===== config.mk =====
export PLATFORM = sky130hd
export DESIGN_NAME = mem_arbiter_rr_flat
export DESIGN_NICKNAME = d
export VERILOG_FILES = /design/src/rtl/mem_arbiter_rr_if.sv /design/src/rtl/mem_arbiter_rr.sv /design/src/flat_wrapper.sv
export SDC_FILE = /design/constraint.sdc
export NUM_CORES = 1
export LEC_CHECK = 0
export CORE_MARGIN = 2
export CORE_UTILIZATION = 35
export DETAILED_ROUTE_END_ITERATION = 10
export PLACE_DENSITY = 0.88
export SLEW_MARGIN = 10
export SYNTH_ARGS = -nofsm -noshare
export SYNTH_HDL_FRONTEND = slang
export SYNTH_SLANG_ARGS = --single-unit

===== constraint.sdc =====
create_clock -name clk -period 3.3 [get_ports clk]
set_input_delay 0.66 -clock clk [delete_from_list [all_inputs] [get_ports clk]]
set_output_delay 0.66 -clock clk [all_outputs]
set_load 0.1 [all_outputs]

===== src/rtl/mem_arbiter_rr_if.sv =====
`default_nettype none
// ============================================================================
//  Module   : mem_arbiter_rr_if
//  Purpose  : Bundle of the N requesting masters and the shared CPU-side bus
//             seen by mem_arbiter_rr.
//  Ports    : slave modport  - arbiter side (takes requests, drives grant/bus)
//             master modport - requester/memory side (drives requests, bus_rdy)
//  Signals  : req/lock/m_rw [N], m_addr [N*AW], m_wdata [N*DW], bus_rdy,
//             grant/m_rdy [N], grant_id [$clog2(N)], grant_valid,
//             bus_addr [AW], bus_wdata [DW], bus_rw
//  Revision : 1.0 - initial release
// ============================================================================
interface mem_arbiter_rr_if #(
   parameter int N  = 4,
   parameter int AW = 16,
   parameter int DW = 8
);
   logic [N-1:0]         req;
   logic [N-1:0]         lock;
   logic [N*AW-1:0]      m_addr;
   logic [N*DW-1:0]      m_wdata;
   logic [N-1:0]         m_rw;
   logic [N-1:0]         grant;
   logic [$clog2(N)-1:0] grant_id;
   logic                 grant_valid;
   logic [N-1:0]         m_rdy;
   logic [AW-1:0]        bus_addr;
   logic [DW-1:0]        bus_wdata;
   logic                 bus_rw;
   logic                 bus_rdy;

   modport slave (
      input  req, lock, m_addr, m_wdata, m_rw, bus_rdy,
      output grant, grant_id, grant_valid, m_rdy, bus_addr, bus_wdata, bus_rw
   );

   modport master (
      output req, lock, m_addr, m_wdata, m_rw, bus_rdy,
      input  grant, grant_id, grant_valid, m_rdy, bus_addr, bus_wdata, bus_rw
   );
endinterface
`default_nettype wire


===== src/rtl/mem_arbiter_rr.sv =====
`default_nettype none
// ============================================================================
//  Module   : mem_arbiter_rr
//  Purpose  : N-master memory-bus arbiter with registered one-hot grant,
//             round-robin (FIXED=0) or fixed-priority (FIXED=1) selection,
//             per-owner burst limit (MAX_BURST, 0 = unlimited) with lock
//             override, and a combinational mux of the owner onto the bus.
//  Ports    : clk       - clock, all state changes on the rising edge
//             sys_reset - synchronous active-high reset
//             arb       - mem_arbiter_rr_if.slave (requests, grant, bus)
//  Options  : ARB_PARK_EN - when defined, a release with no other requester
//             parks the grant on the last owner instead of going idle.
//  Revision : 1.0 - initial release
// ============================================================================
module mem_arbiter_rr #(
   parameter int N         = 4,
   parameter int AW        = 16,
   parameter int DW        = 8,
   parameter int FIXED     = 0,
   parameter int MAX_BURST = 8
) (
   input  logic            clk,
   input  logic            sys_reset,
   mem_arbiter_rr_if.slave arb
);

   localparam int IW = $clog2(N);
   // Counter must hold the value MAX_BURST itself (saturation point).
   localparam int CW = (MAX_BURST < 2) ? 1 : $clog2(MAX_BURST + 1);

   localparam logic [CW-1:0] c_burst_max  = CW'(MAX_BURST);
   localparam logic [CW-1:0] c_burst_last = CW'((MAX_BURST == 0) ? 0 : MAX_BURST - 1);
   localparam logic [IW-1:0] c_last_id    = IW'(N - 1);

   typedef enum logic [0:0] {
      ST_IDLE = 1'b0,
      ST_OWN  = 1'b1
   } state_t;

   state_t        r_state,     w_state_nxt;
   logic [N-1:0]  r_grant,     w_grant_nxt;
   logic [IW-1:0] r_grant_id,  w_grant_id_nxt;
   logic [IW-1:0] r_rr_ptr,    w_rr_ptr_nxt;
   logic [CW-1:0] r_burst_cnt, w_burst_cnt_nxt;

   logic [N-1:0]  w_others;
   logic [IW-1:0] w_after_owner;
   logic [IW-1:0] w_start;
   logic          w_owner_req;
   logic          w_preempt;
   logic          w_valid;

   // First set bit of mask searching upward from start, modulo N.
   function automatic logic [IW-1:0] f_pick(input logic [N-1:0] mask,
                                            input logic [IW-1:0] start);
      logic found;
      int   j;
      f_pick = '0;
      found  = 1'b0;
      for (int k = 0; k < N; k++) begin
         j = (int'(start) + k) % N;
         if (!found && mask[j]) begin
            found  = 1'b1;
            f_pick = IW'(j);
         end
      end
   endfunction

   function automatic logic [N-1:0] f_onehot(input logic [IW-1:0] id);
      f_onehot     = '0;
      f_onehot[id] = 1'b1;
   endfunction

   assign w_others      = arb.req & ~r_grant;
   assign w_owner_req   = arb.req[r_grant_id];
   assign w_after_owner = (r_grant_id == c_last_id) ? '0 : r_grant_id + 1'b1;
   // Fixed priority always scans from 0; the owner is already masked out of
   // w_others, so a handover can never re-select it.
   assign w_start       = (FIXED != 0) ? '0 : w_after_owner;
   // >= rather than == so a burst held past the limit by lock hands over on
   // the first cycle lock drops while the counter sits saturated.
   assign w_preempt     = (MAX_BURST != 0) && (r_burst_cnt >= c_burst_last) &&
                          !arb.lock[r_grant_id] && (|w_others);

   always_comb begin
      w_state_nxt     = r_state;
      w_grant_id_nxt  = r_grant_id;
      w_rr_ptr_nxt    = r_rr_ptr;
      w_burst_cnt_nxt = r_burst_cnt;
      case (r_state)
         ST_IDLE: begin
            if (|arb.req) begin
               w_state_nxt     = ST_OWN;
               w_grant_id_nxt  = f_pick(arb.req, (FIXED != 0) ? '0 : r_rr_ptr);
               w_burst_cnt_nxt = '0;
            end
         end
         ST_OWN: begin
            // A stalled bus freezes everything, including a pending release.
            if (arb.bus_rdy) begin
               if (!w_owner_req) begin
                  w_rr_ptr_nxt    = w_after_owner;
                  w_burst_cnt_nxt = '0;
                  if (|w_others) begin
                     w_grant_id_nxt = f_pick(w_others, w_start);
                  end else begin
`ifdef ARB_PARK_EN
                     w_state_nxt = ST_OWN;
`else
                     w_state_nxt = ST_IDLE;
`endif
                  end
               end else if (w_preempt) begin
                  w_rr_ptr_nxt    = w_after_owner;
                  w_burst_cnt_nxt = '0;
                  w_grant_id_nxt  = f_pick(w_others, w_start);
               end else if (r_burst_cnt != c_burst_max) begin
                  w_burst_cnt_nxt = r_burst_cnt + 1'b1;
               end
            end
         end
         default: begin
            w_state_nxt = ST_IDLE;
         end
      endcase
      w_grant_nxt = (w_state_nxt == ST_OWN) ? f_onehot(w_grant_id_nxt) : '0;
   end

   always_ff @(posedge clk) begin
      if (sys_reset) begin
         r_state     <= ST_IDLE;
         r_grant     <= '0;
         r_grant_id  <= '0;
         r_rr_ptr    <= '0;
         r_burst_cnt <= '0;
      end else begin
         r_state     <= w_state_nxt;
         r_grant     <= w_grant_nxt;
         r_grant_id  <= w_grant_id_nxt;
         r_rr_ptr    <= w_rr_ptr_nxt;
         r_burst_cnt <= w_burst_cnt_nxt;
      end
   end

   assign w_valid         = (r_state == ST_OWN);
   assign arb.grant       = r_grant;
   assign arb.grant_id    = r_grant_id;
   assign arb.grant_valid = w_valid;
   assign arb.m_rdy       = r_grant & arb.req & {N{arb.bus_rdy}};
   assign arb.bus_addr    = w_valid ? arb.m_addr[r_grant_id*AW +: AW]  : '0;
   assign arb.bus_wdata   = w_valid ? arb.m_wdata[r_grant_id*DW +: DW] : '0;
   assign arb.bus_rw      = w_valid ? arb.m_rw[r_grant_id]             : 1'b1;

endmodule
`default_nettype wire


===== src/flat_wrapper.sv =====
// flat-port wrapper written by rule: the top's interface ports become plain ports
module mem_arbiter_rr_flat 
#(
   parameter int N         = 4,
   parameter int AW        = 16,
   parameter int DW        = 8,
   parameter int FIXED     = 0,
   parameter int MAX_BURST = 8
)
  (clk, sys_reset, arb_req, arb_lock, arb_m_addr, arb_m_wdata, arb_m_rw, arb_bus_rdy, arb_grant, arb_grant_id, arb_grant_valid, arb_m_rdy, arb_bus_addr, arb_bus_wdata, arb_bus_rw);
  mem_arbiter_rr_if #(.N(N), .AW(AW), .DW(DW)) arb_i ();
  input  logic clk;
  input  logic sys_reset;
  input wire logic [$bits(arb_i.req)-1:0] arb_req;
  input wire logic [$bits(arb_i.lock)-1:0] arb_lock;
  input wire logic [$bits(arb_i.m_addr)-1:0] arb_m_addr;
  input wire logic [$bits(arb_i.m_wdata)-1:0] arb_m_wdata;
  input wire logic [$bits(arb_i.m_rw)-1:0] arb_m_rw;
  input wire logic [$bits(arb_i.bus_rdy)-1:0] arb_bus_rdy;
  output wire logic [$bits(arb_i.grant)-1:0] arb_grant;
  output wire logic [$bits(arb_i.grant_id)-1:0] arb_grant_id;
  output wire logic [$bits(arb_i.grant_valid)-1:0] arb_grant_valid;
  output wire logic [$bits(arb_i.m_rdy)-1:0] arb_m_rdy;
  output wire logic [$bits(arb_i.bus_addr)-1:0] arb_bus_addr;
  output wire logic [$bits(arb_i.bus_wdata)-1:0] arb_bus_wdata;
  output wire logic [$bits(arb_i.bus_rw)-1:0] arb_bus_rw;
  assign arb_i.req = arb_req;
  assign arb_i.lock = arb_lock;
  assign arb_i.m_addr = arb_m_addr;
  assign arb_i.m_wdata = arb_m_wdata;
  assign arb_i.m_rw = arb_m_rw;
  assign arb_i.bus_rdy = arb_bus_rdy;
  assign arb_grant = arb_i.grant;
  assign arb_grant_id = arb_i.grant_id;
  assign arb_grant_valid = arb_i.grant_valid;
  assign arb_m_rdy = arb_i.m_rdy;
  assign arb_bus_addr = arb_i.bus_addr;
  assign arb_bus_wdata = arb_i.bus_wdata;
  assign arb_bus_rw = arb_i.bus_rw;
  mem_arbiter_rr #(.N(N), .AW(AW), .DW(DW), .FIXED(FIXED), .MAX_BURST(MAX_BURST)) u_core (.clk(clk), .sys_reset(sys_reset), .arb(arb_i));
endmodule

After elaboration in Yosys (flattened, before gate mapping) --
Cells that the tools add are included.
Storage, ports and cells: bits in latches 0, input port bits 111, RAM bits 0, bits in read-only memories 0, memories kept 0, bits in registers 13
Cells by class: multiplexer cells 102, shifts and indexed selects 2, $lt $le $gt $ge 12, multiply operators 0, div/mod/pow operators 0, reduce and logical (&&, ||, !) cells 33, equality and inequality tests 6, bitwise gates (word level) 12, $add $sub $neg 8
Operators by type and width (count):
- $shiftx 64x7->16 | 1
- $mux 1 | 61
- $mux 2 | 19
- $shiftx 32x6->8 | 1
- $lt 3x4->1 const B | 6
- $bmux 1 s2 | 11
- $mux 4 | 5
- $mux 16 | 1
- $reduce_or 2->1 | 7
- $and 4x4->4 | 3
- $logic_and 1x1->1 | 12
- $lt 2x3->1 const B | 4
- $logic_not 1->1 | 10
- $add 2x2->2 const B | 4
- $mux 8 | 1
- $ne 4x4->1 const B | 2
- $pmux 4 s2 | 1
- $reduce_or 4->1 | 2
- $add 2x1->2 const B | 3
- $and 1x1->1 const A | 6
- $reduce_and 3->1 | 2
- $add 4x1->4 const B | 1
- $ge 4x3->1 const B | 1
- $ne 2x2->1 const B | 2
- 8 further kinds | 9

Longest topological paths before layout --
Gate-level depths: netlist (run 1).
depth after elaboration 34, gate-level depth with buffers 8, gate-level depth less buffers 8

Worst setup path after synthesis (run 1) --
Ideal clock, no wire load.
path type reg2out, start register u_core.r_grant_id[0], in the netlist u_core.arb.grant_id[0], end output arb_bus_addr[0], slack -0.136 ns, data required time 2.640 ns, buffers on the path 2, stages on the path, launching flop included 5, arrival time 2.776 ns, path through dfxtp_1 -> buf_2 -> buf_2 -> mux4_2 -> and2_1
On the way: cells in the longest elaborated chain, start to end 2
RTL lines:
- from (decl) | RTL line mem_arbiter_rr.sv:42 | logic [IW-1:0] r_grant_id, w_grant_id_nxt;
- from (signal assigned) | RTL line mem_arbiter_rr.sv:139 | r_grant_id <= w_grant_id_nxt;
- $shiftx 64x7->16 | RTL line mem_arbiter_rr.sv:150 | assign arb.bus_addr = w_valid ? arb.m_addr[r_grant_id*AW +: AW] : '0;
- $mux 16 | RTL line mem_arbiter_rr.sv:150
- to (decl) | RTL line flat_wrapper.sv:24 | output wire logic [$bits(arb_i.bus_addr)-1:0] arb_bus_addr;
Every way passes these cells.

Final worst setup path (run 1) --
start register u_core.r_grant_id[0], in the netlist u_core.arb.grant_id[0], end output arb_bus_addr[3]
The elaborated chain is that of the path after synthesis.

==> results.tsv, run 1 <==
metric	value	unit
core area	4720	um2
warnings from Yosys	0	
most frequent CP cell	buf_4	
ys async rst share	0	%
post-synth top area cell	mux4_2	
cts hold-fix bufs	0	
Hold WC Path Type	flip-flop to flip-flop	
final non-filler cell area	3230	um2
Synth top cells by count	mux4_2 (26), and2_1 (25), dfxtp_1 (13), nor2_1 (13), nand2_1 (9)	
register area share after synthesis	15.1	%
maxcap violations	0	
Lkg Pwr	1.27	nW
area share of the largest cell type after synthesis	34.0	%
layout cells sized above 1	24.1	%
Die Y	74.1	um
Final Non-Filler Cells	383	
1st-iter DRT viols	68	
GPL Wtd Cong	0.824	
Synth Register Bits	13	
Synth Area per Inst	9.89	um2
total number of vias	1987	
Final setup viols	0	
Final Hold Fails	0	
Num CTS Buffers	3	
routed len/inst	17.3	um
Reg-to-Reg Start	u_core.arb.grant_id[1]	
PwrDens	325	nW/um2
GRT overflow	0	
worst endpoint required time	2.64	ns
Routed WL	6640	um
Worst IR Drop VDD	192	uV
cell at the slowest stage of the critical path	dfxtp_2	
fillers	391	
clk_skew	0.00319	ns
min Tclk post-route	2.84	ns
# diodes	0	
critical path endpoint category	output pin	
Tot Pwr	1.05	mW
Mapped Area	1720	um2
Avg Vias per Cell	5.19	
post-synthesis net count	288	
TNS Setup	0	ns
worst skew pair latency	0.24	ns
Post-synth EDFFs	0	
slowest cell delay on critical path	0.71	ns
dpl cells	379	
I/O pins	147	
vias in the first global route	1889	
drt pass-1 iters	4	
nets@finish	431	
CTS Sinks	13	
P&R area growth vs syn	88.0	%
Worst EP arrival	2.18	ns
status	complete, no violations	
worst slew pin tran	0.962	ns
worst path bufs/invs	2	
Global Route Usage Sum	23.3	%
Critical Path Fanout Max	21	
Starting Density	36.4	%
worst setup margin	0.458	ns
Post-CTS Repair Setup Buffers	0	
# H-tree levels	1	
clk slew on worst S/H paths	0.05	ns
number of remaining DRC errors	0	
Mapped Cells	174	
initial antenna violation count	0	
RSZ-0062 raised after global routing	no	
Clock Path Buffers	2	
largest net degree at the start of global routing	35	
DP HPWL	5660	um
Setup crit start kind	flip-flop	
port bufs	146	
Worst Setup SP	u_core.arb.grant_id[0]	
Fin Hold WS	0.533	ns
worst path cell trace	buf_4 > mux4_2 > and2_1 > buf_4	
Max Freq	352	MHz
fin crit share	86.1	%
CP delay by family, top	flip-flops	
area of the die	5490	um2
most common cell in the netlist	mux4_2	
Post-Place Cell Area	3190	um2
Core Util, Final	68.5	%
critical path class	flip-flop to output pin	
Rel. slew slack	35.8	%
first-pass GRT wire length	9670	um
Detail Route Antenna Nets	0	
library cells used by synthesis	43	
clock root buffer	clkbuf_8	
max-slew violations	0	
Die Wd	74.1	um
CTS tree	done	
pre-CTS WS	0.424	ns
# resized after CTS	0	
Main synth FF type	dfxtp_1	
ranking of synthesized cells by area	mux4_2 (34%), dfxtp_1 (15%), and2_1 (9.1%), mux2i_1 (4.1%), nor2_1 (2.8%)	
Rows	25	
HP Start	u_core.r_burst_cnt[2]	
## registers in the layout, summed over array words and instances, names as in the netlist
signal	cells
u_core.r_burst_cnt	4
u_core.arb.grant_id	2
u_core.r_rr_ptr	2
u_core.arb.grant	4
u_core.arb.grant_valid	1
## placed cells by master, fill, tap and decap left out, types with 2 or more instances in the layout
master           instances
buf_4                   35
dfxtp_1                 11
a21o_1                   2
dfxtp_2                  2
nor2_1                  13
and2_1                  25
buf_12                   3
nor2b_1                  2
nor3_1                   3
clkdlybuf4s50_1        110
a21oi_1                  7
a21bo_2                  2
a211oi_1                 3
nand2_1                  9
mux2i_1                  7
ha_1                     3
nand2b_1                 6
and3_1                   5
o21ai_0                  2
clkbuf_8                 3
inv_1                    8
or3_1                    2
or2b_1                   2
and3b_1                  2
nand4_1                  2
o21a_1                   2
mux4_2                  26
## tightest hold or removal path, stage by stage, from the launching register on
cell     delay, ns
dfxtp_1       0.34
inv_1         0.06
o32ai_1       0.08
## routing by layer
metal	GRT usage, %	vias up	wire [um]
met2	41.6	93	3300
met1	26.0	924	2430
met4	7.88	0	185
met3	7.86	17	728
li1	-	953	-
met5	0	-	0
## power by group
group / leakage (nW) / internal [mW] / switching, mW
logic: 1.14 / 0.302 / 0.409
clock network: 0.0255 / 0.0832 / 0.0544
registers: 0.107 / 0.167 / 0.0350
## layout make-up
cell class	instances	area (um2)	area share [%]
multi-input combinational	143	1390	42.9
clock inverter	1	5.00	0.155
tap	67	83.8	2.59
inverter	8	30.0	0.928
clock buffer	3	41.3	1.28
timing repair buffer	148	1420	44.0
sequential	13	263	8.12
## cell families after synthesis
logic type,share of synthesized area (%)
buffers and inverters,4.22
multiplexers,40.3
adder cells (fa/ha/maj),2.18
AO/OA/AOI/OAI,11.6
AND/OR/NAND/NOR,26.5
flip-flops,15.1
## final timing paths
path                      endpoint  slack (ns)  depth (start not counted)
max                arb_bus_addr[3]        0.46                          4
min          u_core.r_burst_cnt[2]        0.53                          2
max reg2reg    u_core.arb.grant[1]        0.68                          6
min reg2reg  u_core.r_burst_cnt[2]        0.53                          2
No activity file was read; power rests on OpenSTA's default activity.
==> inputs of run 2 (changes only) <==
--- a/config.mk
+++ b/config.mk
@@ -6,9 +6,9 @@
 export NUM_CORES = 1
 export LEC_CHECK = 0
 export CORE_MARGIN = 2
-export CORE_UTILIZATION = 35
+export CORE_UTILIZATION = 29
 export DETAILED_ROUTE_END_ITERATION = 10
-export PLACE_DENSITY = 0.88
+export PLACE_DENSITY = 0.78
 export SLEW_MARGIN = 10
 export SYNTH_ARGS = -nofsm -noshare
 export SYNTH_HDL_FRONTEND = slang
==> constraint.sdc (replaced) <==
create_clock -name clk -period 2.4 [get_ports clk]
set_input_delay 0.48 -clock clk [delete_from_list [all_inputs] [get_ports clk]]
set_output_delay 0.48 -clock clk [all_outputs]
set_load 0.1 [all_outputs]
==> results.tsv, run 2 (same netlist as run 1, synthesis figures left out) <==
metric	value	unit
most common cell after layout, fill and taps aside	clkdlybuf4s50_1	
critical path endpoint category	flip-flop	
Starting Density	29.6	%
Max Freq	431	MHz
Die Wd	81.0	um
fillers	460	
initial antenna violation count	0	
Post-CTS Repair Setup Buffers	0	
DP HPWL	6310	um
Lkg Pwr	1.52	nW
core area	5820	um2
worst skew pair latency	0.24	ns
I/O pins	147	
Global Route Usage Sum	21.2	%
1st-iter DRT viols	55	
CTS Sinks	13	
Tot Pwr	1.68	mW
fin crit share	96.6	%
Routed WL	7380	um
worst slew pin tran	0.685	ns
Rel. slew slack	54.3	%
layout cells sized above 1	38.2	%
number of remaining DRC errors	0	
# H-tree levels	1	
maxcap violations	0	
vias in the first global route	2181	
cts hold-fix bufs	0	
Critical Path Fanout Max	5	
max-slew violations	0	
RSZ-0062 raised after global routing	no	
Worst IR Drop VDD	336	uV
Setup crit start kind	input port	
worst endpoint required time	2.53	ns
Num CTS Buffers	3	
clk slew on worst S/H paths	0.06	ns
Clock Path Buffers	2	
most frequent cells in the layout	clkdlybuf4s50_1 (109), buf_12 (31), buf_4 (30)	
drt pass-1 iters	6	
min Tclk post-route	2.32	ns
P&R area growth vs syn	126	%
Die Y	81.0	um
# diodes	0	
Worst EP arrival	2.45	ns
Rows	28	
worst setup margin	0.0804	ns
status	complete, no violations	
Final setup viols	0	
total number of vias	2123	
Detail Route Antenna Nets	0	
CTS tree	done	
area of the die	6560	um2
GRT overflow	0	
pre-CTS WS	-0.192	ns
first-pass GRT wire length	10600	um
Fin Hold WS	0.525	ns
clk_skew	0.00731	ns
Final Hold Fails	0	
Avg Vias per Cell	5.12	
largest net degree at the start of global routing	35	
GPL Wtd Cong	0.884	
Hold WC Path Type	flip-flop to flip-flop	
routed len/inst	17.8	um
nets@finish	455	
PwrDens	432	nW/um2
port bufs	146	
critical path class	input port to flip-flop	
clock root buffer	clkbuf_8	
run 2: what timing repair did:
item                       CTS  global route
setup endpoints to repair   10             5
resized for setup            1            11
pin swaps                    0             3
run 2: final cells by class:
type / instances / area [um2] / area share, %
clock buffers: 4 / 45.0 / 1.16
inverters: 8 / 30.0 / 0.774
multi-input cells: 143 / 1480 / 38.2
well taps: 75 / 93.8 / 2.42
flip-flops and latches: 13 / 270 / 6.96
repair buffers: 172 / 1960 / 50.5
run 2: path summary, 6_finish.rpt:
kind	start	end	slack (ns)	depth (start not counted)
hold reg to reg	u_core.r_burst_cnt[2]	u_core.r_burst_cnt[2]	0.53	2
setup reg to reg	u_core.arb.grant_id[1]	u_core.arb.grant[1]	0.18	7
hold / removal	u_core.r_burst_cnt[2]	u_core.r_burst_cnt[2]	0.53	2
setup / recovery	arb_lock[0]	u_core.arb.grant[3]	0.08	6
run 2: critical path, cell delays in order:
cell and delay, ns:
clkdlybuf4s50_1 0.42, mux4_2 0.52, o21a_1 0.22, nand3b_4 0.19, a221oi_2 0.41, and3b_1 0.22
run 2: layer usage:
layer | GRT usage [%] | share of wire [%]
met1 | 21.5 | 33
met5 | 0 | 0
met2 | 41.9 | 56
met3 | 5.33 | 9.1
met4 | 6.27 | 1.9
run 2: metrics by stage:
step	instances	TNS, ns	util (%)	instance area (um2)
CTS	415	0	65.7	3820
detailed placement	411	-0.979	64.9	3770
global route	415	0	66.7	3880
global placement	411	-0.562	64.9	3770
floorplan	174	0	-	1770
finish	415	0	66.7	3880
run 2: where the power goes:
group          total (mW)  switching [mW]  internal (mW)  leakage (nW)
registers           0.257          0.0273          0.229         0.108
clock network       0.192          0.0750          0.117        0.0228
logic                1.23           0.641          0.588          1.39
==> inputs of run 3 (changes only) <==
--- a/config.mk
+++ b/config.mk
@@ -5,10 +5,9 @@
 export SDC_FILE = /design/constraint.sdc
 export NUM_CORES = 1
 export LEC_CHECK = 0
-export CORE_MARGIN = 2
 export CORE_UTILIZATION = 29
 export DETAILED_ROUTE_END_ITERATION = 10
-export PLACE_DENSITY = 0.78
+export PLACE_DENSITY = 0.8
 export SLEW_MARGIN = 10
 export SYNTH_ARGS = -nofsm -noshare
 export SYNTH_HDL_FRONTEND = slang
==> constraint.sdc (replaced) <==
create_clock -name clk -period 2 [get_ports clk]
set_input_delay 0.4 -clock clk [delete_from_list [all_inputs] [get_ports clk]]
set_output_delay 0.4 -clock clk [all_outputs]
set_load 0.1 [all_outputs]
==> results.tsv, run 3 (same netlist as run 1, synthesis figures left out) <==
metric	value	unit
GPL Wtd Cong	0.866	
clk slew on worst S/H paths	0.06	ns
failing checks	negative setup slack	
Die Wd	79.0	um
Lkg Pwr	1.65	nW
# diodes	0	
initial antenna violation count	0	
worst setup margin	-0.180	ns
most common cell after layout, fill and taps aside	clkdlybuf4s50_1	
worst path bufs/invs	2	
CTS Sinks	13	
port bufs	146	
final non-filler cell area	4190	um2
Clock Path Buffers	2	
GRT overflow	0	
worst skew pair latency	0.24	ns
Rows	27	
CTS tree	done	
slowest cell delay on critical path	0.42	ns
worst path cell trace	buf_12 > ha_4 > nor2_4 > buf_12 > mux2i_4 > nor2b_1 > a2bb2oi_1 > o311a_4 > and3b_1	
# H-tree levels	1	
P&R area growth vs syn	143	%
Critical Path Fanout Max	5	
RSZ-0062 raised after global routing	yes	
Routed WL	8720	um
worst endpoint required time	2.13	ns
number of remaining DRC errors	0	
routed len/inst	20.7	um
vias in the first global route	2348	
Core Util, Final	74.7	%
Setup crit start kind	flip-flop	
Avg Vias per Cell	5.36	
Final setup viols	31	
layout cells sized above 1	44.6	%
min Tclk post-route	2.18	ns
Max Freq	459	MHz
maxcap violations	0	
clock root buffer	clkbuf_8	
Global Route Usage Sum	27.6	%
fin crit share	109	%
most frequent CP cell	buf_12	
1st-iter DRT viols	73	
core area	5610	um2
Starting Density	30.7	%
total number of vias	2260	
Die Y	79.0	um
area of the die	6240	um2
PwrDens	524	nW/um2
Worst EP arrival	2.31	ns
worst slew pin tran	0.325	ns
drt pass-1 iters	7	
max-slew violations	0	
Hold WC Path Type	flip-flop to flip-flop	
pre-CTS WS	-0.572	ns
critical path endpoint category	flip-flop	
TNS Setup	-3.99	ns
fillers	365	
I/O pins	147	
Detail Route Antenna Nets	0	
critical path class	flip-flop to flip-flop	
clk_skew	0.00447	ns
DP HPWL	6560	um
CP delay by family, top	compound AO/OA/AOI/OAI gates	
Num CTS Buffers	3	
cts hold-fix bufs	0	
first-pass GRT wire length	13000	um
Rel. slew slack	78.1	%
Tot Pwr	2.19	mW
Worst IR Drop VDD	424	uV
Post-Place Cell Area	3890	um2
most frequent cells in the layout	clkdlybuf4s50_1 (102), buf_12 (36), buf_4 (31)	
Final Hold Fails	0	
nets@finish	465	
cell at the slowest stage of the critical path	o311a_4	
largest net degree at the start of global routing	20	
status	finished with violations	
[run 3: cell count changes in the layout (fill, tap and decap cells not counted), moves of 3 or more]
cell	change
and2_1	-3
and2_2	-13
and2_4	+16
buf_12	+5
clkdlybuf4s50_1	-7
dfxtp_1	-3
dfxtp_4	+5
dlygate4sd2_1	+6
nand2b_4	+3
[run 3: final cells by class]
type	count	area, um2	share of cell area [%]
repair buffers	182	2130	50.8
inverters	8	30.0	0.717
clock buffers	4	45.0	1.08
well taps	72	90.1	2.15
multi-input cells	143	1610	38.4
flip-flops and latches	13	287	6.84
[run 3: final timing paths]
| kind | end | slack, ns | depth (start not counted) | start |
|---|---|---|---|---|
| max | u_core.arb.grant[3] | -0.18 | 9 | u_core.arb.grant_id[0] |
| min | u_core.r_burst_cnt[2] | 0.53 | 2 | u_core.r_burst_cnt[2] |
| max reg2reg | u_core.arb.grant[3] | -0.18 | 9 | u_core.arb.grant_id[0] |
| min reg2reg | u_core.r_burst_cnt[2] | 0.53 | 2 | u_core.r_burst_cnt[2] |
[run 3: through the flow]
step           hold WS, ns  instances
2_1_floorplan        0.487        174
3_3_place_gp         0.510        411
3_5_place_dp         0.521        411
4_1_cts              0.531        420
5_1_grt              0.557        422
6_report             0.528        422
[run 3: repair_timing]
| action | 4_1_cts | 5_1_grt |
|---|---|---|
| pin swaps | 5 | 11 |
| buffers inserted | 4 | 3 |
| cloned | 1 | 0 |
| gates resized for setup | 27 | 12 |
| setup endpoints to repair | 38 | 37 |
[run 3: worst reg2reg max path: stages, from the launching register on]
cell,delay [ns]
dfxtp_4,0.36
buf_12,0.13
ha_4,0.17
nor2_4,0.21
buf_12,0.14
mux2i_4,0.24
nor2b_1,0.07
a2bb2oi_1,0.16
o311a_4,0.42
and3b_1,0.18
[run 3: routing by layer]
| metal | wire length, um | GRT usage, % | up-vias |
|---|---|---|---|
| met5 | 0 | 0 | - |
| met4 | 276 | 11.3 | 0 |
| met3 | 636 | 5.86 | 26 |
| met2 | 4660 | 50.7 | 113 |
| met1 | 3140 | 30.5 | 1104 |
| li1 | - | - | 1017 |
[run 3: power breakdown]
| group | leakage, nW | switching [mW] | internal [mW] |
|---|---|---|---|
| Combinational | 1.52 | 0.847 | 0.811 |
| Clock | 0.0228 | 0.0934 | 0.141 |
| Sequential | 0.111 | 0.0273 | 0.274 |
| Total | 1.65 | 0.967 | 1.23 |
